`config.mk`:
```
export PLATFORM = sky130hd
export DESIGN_NAME = controlador_atributos_n
export DESIGN_NICKNAME = d
export VERILOG_FILES = /design/src/rtl/atributos_pkg.sv /design/src/rtl/controlador_atributos_n_divisor.sv /design/src/rtl/controlador_atributos_n.sv
export SDC_FILE = /design/constraint.sdc
export NUM_CORES = 1
export LEC_CHECK = 0
export ABC_AREA = 1
export BUFFER_PORTS_ARGS = -buffer_cell sky130_fd_sc_hd__buf_4
export CORE_ASPECT_RATIO = 1.1
export CORE_UTILIZATION = 55
export DETAILED_ROUTE_END_ITERATION = 7
export PLACE_DENSITY = 0.79
export SETUP_SLACK_MARGIN = 0.05
export SLEW_MARGIN = 10
export SYNTH_ARGS = -nofsm -noshare
export SYNTH_HDL_FRONTEND = slang
export SYNTH_SLANG_ARGS = --single-unit
```
`constraint.sdc`:
```
create_clock -name clk -period 2 [get_ports clk]
set_input_delay 0.1 -clock clk [delete_from_list [all_inputs] [get_ports clk]]
set_output_delay 0.1 -clock clk [all_outputs]
set_load 0.01 [all_outputs]
```
`src/rtl/atributos_pkg.sv`:
```
// Shared estado codes and default parameters for the attribute controller.
// Pure declarations: no timing, no handshake.
package atributos_pkg;

   typedef enum logic [2:0] {
      IDLE       = 3'd0,
      DORMINDO   = 3'd1,
      COMENDO    = 3'd2,
      DANDO_AULA = 3'd3
   } estado_t;

   localparam int N_ATTR_DEF        = 3;
   localparam int W_DEF             = 8;
   localparam int TICKS_POR_SEG_DEF = 100;
   localparam int VAL_INI_DEF       = 100;
   localparam int VAL_MAX_DEF       = 100;
   localparam int INC_DEF           = 10;
   localparam int DEC_DEF           = 1;
   localparam int LIMIAR_ALERTA_DEF = 20;
   localparam int GRACA_SEG_DEF     = 3;

   // zero counters need at least one bit even when the grace period is 0
   function automatic int zc_width(input int graca);
      return (graca > 0) ? $clog2(graca + 1) : 1;
   endfunction

endpackage

```
`src/rtl/controlador_atributos_n_divisor.sv`:
```
// Prescaler: wraps 0..TICKS_POR_SEG-1, tick is high while the count sits at its last value.
// Latency: tick is combinational from the count register; no backpressure.
module divisor_tick
   import atributos_pkg::*;
#(
   parameter int TICKS_POR_SEG = TICKS_POR_SEG_DEF
) (
   input  logic clk,
   input  logic rst,
   output logic tick
);

   localparam int            CW  = (TICKS_POR_SEG > 1) ? $clog2(TICKS_POR_SEG) : 1;
   localparam logic [CW-1:0] ULT = CW'(TICKS_POR_SEG - 1);

   if (TICKS_POR_SEG < 1) begin : g_chk_ticks
      $error("divisor_tick: TICKS_POR_SEG must be at least 1");
   end

   logic [CW-1:0] cnt;

   always_ff @(posedge clk) begin
      if (rst) begin
         cnt <= '0;
      end else if (cnt == ULT) begin
         cnt <= '0;
      end else begin
         cnt <= cnt + 1'b1;
      end
   end

   assign tick = (cnt == ULT);

endmodule

```
`src/rtl/controlador_atributos_n.sv`:
```
// Virtual-pet attribute controller: once per prescaler period the selected attribute recharges, the rest decay.
// Latency: outputs registered, 1 cycle after the update edge; no backpressure, estado sampled only on ticks.
module controlador_atributos_n
   import atributos_pkg::*;
#(
   parameter int N_ATTR        = N_ATTR_DEF,
   parameter int W             = W_DEF,
   parameter int TICKS_POR_SEG = TICKS_POR_SEG_DEF,
   parameter int VAL_INI       = VAL_INI_DEF,
   parameter int VAL_MAX       = VAL_MAX_DEF,
   parameter int INC           = INC_DEF,
   parameter int DEC           = DEC_DEF,
   parameter int LIMIAR_ALERTA = LIMIAR_ALERTA_DEF,
   parameter int GRACA_SEG     = GRACA_SEG_DEF
) (
   input  logic                clk,
   input  logic                rst,
   input  logic [2:0]          estado,
   output logic [N_ATTR*W-1:0] atributos,
   output logic [N_ATTR-1:0]   alerta,
   output logic                tick_seg,
   output logic                morreu
);

   localparam int            ZW         = zc_width(GRACA_SEG);
   localparam logic [W:0]    MAX_X      = (W+1)'(VAL_MAX);
   localparam logic [W:0]    INC_X      = (W+1)'(INC);
   localparam logic [W:0]    DEC_X      = (W+1)'(DEC);
   localparam logic [ZW-1:0] GRACA_X    = ZW'(GRACA_SEG);
   localparam logic          ALERTA_INI = (VAL_INI <= LIMIAR_ALERTA);

   if (VAL_INI > VAL_MAX) begin : g_chk_ini
      $error("controlador_atributos_n: VAL_INI exceeds VAL_MAX");
   end
   if (VAL_MAX >= 2**W) begin : g_chk_max
      $error("controlador_atributos_n: VAL_MAX does not fit in W bits");
   end
   if (N_ATTR > 7) begin : g_chk_n
      $error("controlador_atributos_n: estado is 3 bits, at most 7 attributes");
   end

   logic              tick;
   logic [N_ATTR-1:0] zera;

   divisor_tick #(
      .TICKS_POR_SEG(TICKS_POR_SEG)
   ) u_divisor (
      .clk (clk),
      .rst (rst),
      .tick(tick)
   );

   for (genvar i = 0; i < N_ATTR; i++) begin : g_attr
      logic [W-1:0]  val_q;
      logic [ZW-1:0] zc_q;
      logic          alerta_q;
      logic          sel;
      logic [W:0]    soma;
      logic [W:0]    nxt_x;
      logic [W-1:0]  nxt;
      logic [ZW-1:0] zc_nxt;

      // codes 0 and above N_ATTR never match, so they act as IDLE
      assign sel = (estado == 3'(i + 1));

      always_comb begin
         soma = {1'b0, val_q} + INC_X;
         if (sel) begin
            nxt_x = (soma > MAX_X) ? MAX_X : soma;
         end else begin
            nxt_x = ({1'b0, val_q} < DEC_X) ? '0 : ({1'b0, val_q} - DEC_X);
         end
         nxt = nxt_x[W-1:0];
         if (nxt != '0) begin
            zc_nxt = '0;
         end else if (zc_q == GRACA_X) begin
            zc_nxt = zc_q;
         end else begin
            zc_nxt = zc_q + 1'b1;
         end
      end

      assign zera[i] = (nxt == '0) && (zc_nxt == GRACA_X);

      always_ff @(posedge clk) begin
         if (rst) begin
            val_q    <= W'(VAL_INI);
            zc_q     <= '0;
            alerta_q <= ALERTA_INI;
         end else if (tick && !morreu) begin
            val_q    <= nxt;
            zc_q     <= zc_nxt;
            alerta_q <= (int'(nxt) <= LIMIAR_ALERTA);
         end
      end

      assign atributos[i*W +: W] = val_q;
      assign alerta[i]           = alerta_q;
   end

   // death latches until reset; the prescaler and tick_seg keep running regardless
   always_ff @(posedge clk) begin
      if (rst) begin
         tick_seg <= 1'b0;
         morreu   <= 1'b0;
      end else begin
         tick_seg <= tick;
         if (tick && !morreu && (|zera)) begin
            morreu <= 1'b1;
         end
      end
   end

endmodule

```
==> results.yml <==
global_routing:
  grt_pass1_vias: 3213
  grt_pass1_wl_mm: 13.5
  grt_max_degree: 38
  overflow: 0
  antenna_found_initial: 0
  grtUsageTotal: 0.270
logic_synthesis:
  synth.area.top_cells: "dfxtp_1 (26%), nand2_1 (11%), inv_1 (7.7%), nor2_1 (6.7%), nand3_1 (6.6%)"
  yosysWarnings: 0
  synth_top_area_frac: 0.257
  async_flop_share: 0
  yosysMostFrequentCell: "nand2_1"
  synth_seq_area_share: 0.257
  synthFlopType: "dfxtp_1"
  synth_largest_area_cell: "dfxtp_1"
  netlist_area_um2: 3270
  synthTopCellsByCount: "nand2_1 (97), inv_1 (67), nor2_1 (58), nand3_1 (43), dfxtp_1 (42)"
  netlist_instances: 509
  synth.distinct_cells: 37
  syn_avg_cell_area_um2: 6.42
  synth_edf_count: 0
  synth_nets: 528
  synth_seq_cells: 42
floorplanning:
  die_w_um: 75.5
  start_util: 0.570
  core_um2: 5730
  design.portCount: 34
  die_h_um: 82.9
  die_area_um2: 6260
  placementRows: 29
setup_path:
  timing.rr.end: "g_attr[2].alerta_q"
  crit_arrival_ps: 2180
  cp_max_fo: 4
  cp_cell_sequence: "inv_6 -> ha_4 -> nand3_4 -> nor2_4 -> buf_4 -> a31oi_4 -> o21ai_1 -> o21ai_4 -> nand2_1 -> nor2_2 -> o21ai_1 -> nand2_1 -> nand3_1 -> nand2_1 -> inv_1"
  critPathLaunchType: "flip-flop"
  timing.rr.start: "g_attr[2].val_q[1]"
  cpPeakStageDelay_ps: 400
  criticalPathCategory: "flip-flop to flip-flop"
  slowest_stage: "dfxtp_4"
  r2r_cells: 15
  cp_data_required_time_ps: 2220
  rrSetupSlack_ps: 40
  cp_common_cell: "nand2_1"
  cp-end-kind: "flip-flop"
placed_design:
  dpl_worst_slack_ps: -70.4
  portBuffers: 33
  place_area_um2: 3810
  gp_congestion: 0.905
  dp_hpwl_mm: 6.03
route:
  drtIter0Drc: 214
  vias_per_cell: 5.47
  drt.antenna.violating_nets: 0
  avgRoutedWirePerCell_um: 13.5
  vias: 3650
  drc: 0
  dr.pass1.iters: 5
  wirelength_mm: 9.03
timing:
  timing.fmax_mhz: 510
  hold_viol_final: 0
  fin_ws_ps: 37.9
  finClkSkew_ps: 7.95
  fin_crit_ps: 1960
  finalMaxSlewViolations: 0
  fin_crit_sh: 0.981
  rsz0062_at_grt: "yes"
  setup_violations: 0
  max-slew-margin-rel: 0.761
  worst_slew_pin_slew_ps: 358
hold_path:
  hp-class: "input port to flip-flop"
  hold_start: "rst"
  min_to: "g_attr[2].zc_q[0]"
  min_delay_path_depth: 2
power:
  clock_power_share: 0.391
  power_mw: 1.56
  irDropWorstVdd_mv: 0.383
  intPower_mw: 1.13
  leakagePower_nw: 2.06
  power_density_nw_per_um2: 345
  swShare: 0.274
  pwr-share-seq: 0.535
  switching_power_mw: 0.427
  power_frac_comb: 0.074
cells_and_area:
  nets: 608
  syn_to_final_growth_pct: 38.1
  drive_gt1_frac: 0.412
  insertedDiodeCount: 0
  fin_area_um2: 4510
outcome:
  status: "finished clean"
clocking:
  clkTransAtPathRegs_ps: 100
  htreeDepth: 2
  clkLatencyLatePin_ps: 310
  cts_sinks: 42
  cts_tree: "built"
  holdBufCountCts: 0
  clk_path_buf_depth: 2
  cts_buffers: 5
  cts_root_buffer: "clkbuf_8"
flow_run:
  drv_cap: 0
==> per-layer routing <==
| metal | vias to the layer above | part of all wire | track usage | wire [um] |
|---|---|---|---|---|
| met5 | - | 0 | 0 | 0 |
| met4 | 0 | 0.029 | 0.0993 | 265 |
| met3 | 32 | 0.046 | 0.0437 | 415 |
| met2 | 123 | 0.50 | 0.456 | 4480 |
| met1 | 1682 | 0.43 | 0.337 | 3870 |
| li1 | 1813 | - | - | - |
==> through the flow <==
| step | util | instances | hold slack (ps) | setup TNS [ps] |
|---|---|---|---|---|
| detailed placement | 0.664 | 640 | 444 | -138 |
| global placement | 0.664 | 640 | 427 | -110 |
| CTS | 0.709 | 654 | 191 | 0 |
| finish | 0.787 | 667 | 214 | 0 |
| global route | 0.787 | 667 | 215 | -529 |
| floorplan | - | 509 | 404 | 0 |
==> power groups by stage <==
stage / clock network [mW] / logic, mW / registers [mW]
2_1_floorplan: 0 / 0.0625 / 0.863
3_3_place_gp: 0 / 0.0914 / 0.863
3_5_place_dp: 0 / 0.0944 / 0.863
4_1_cts: 0.619 / 0.0994 / 0.838
5_1_grt: 0.647 / 0.126 / 0.835
6_report: 0.609 / 0.116 / 0.834
==> how the worst max path moves through the flow <==
stage | startpoint | to
3_5_place_dp | g_attr[2].val_q[1] | g_attr[2].alerta_q
5_1_grt | g_attr[0].val_q[1] | g_attr[0].zc_q[1]
3_3_place_gp | g_attr[2].val_q[1] | g_attr[2].alerta_q
4_1_cts | g_attr[0].val_q[1] | g_attr[0].alerta_q
6_report | g_attr[2].val_q[1] | g_attr[2].alerta_q
2_1_floorplan | g_attr[2].val_q[1] | g_attr[2].alerta_q
==> what timing repair did <==
action,in CTS,in global routing
resized for setup,33,100
setup buffers,6,13
pin swaps,14,56
setup endpoints to repair,10,16
==> critical path, delay by kind of cell, from the launching register on <==
kind / cells / cell delay, ps
AND/OR/NAND/NOR: 7 / 560
AO/OA/AOI/OAI: 4 / 520
flip-flops: 1 / 400
buffers and inverters: 3 / 220
adder cells (fa/ha/maj): 1 / 160
==> area by class of cell <==
cell class                      count  area [um^2]
Tap cell                           77         96.3
Multi-Input combinational cell    372         2430
Timing Repair Buffer               86          687
Fill cell                         414         1220
Clock inverter                      3         26.3
Sequential cell                    42          880
Clock buffer                        5         68.8
Inverter                           82          328
==> registers in the layout, summed over array words and instances (netlist names) <==
signal / count
g_attr.alerta_q: 3
tick_seg: 1
morreu: 1
g_attr.val_q: 24
g_attr.zc_q: 6
u_divisor.cnt: 7
==> kinds of logic (layout without fill, tap and decap cells) <==
logic type / after synthesis / after routing / share of synthesized area
fa+ha+maj: 14 / 14 / 0.0536
buf+inv: 95 / 176 / 0.115
simple gates: 250 / 250 / 0.362
compound gates: 96 / 96 / 0.180
flops: 42 / 42 / 0.257
xor+xnor: 12 / 12 / 0.0321
==> layout by cell type, fill, tap and decap left out, drive strengths merged <==
cell	synthesis	layout
nand4	11	11
xor2	10	10
buf	7	86
o211ai	6	6
nor3b	2	2
a211oi	1	1
dfxtp	42	42
o22ai	1	1
nand3	48	48
inv	80	83
nand2	113	113
clkbuf	6	5
ha	14	14
nor2	65	65
o21ai	44	44
and3	2	2
xnor2	2	2
or2	2	2
clkinv	2	2
a31oi	3	3
a21oi	41	41
nor3	7	7
Power figures use the tool's default switching activity.
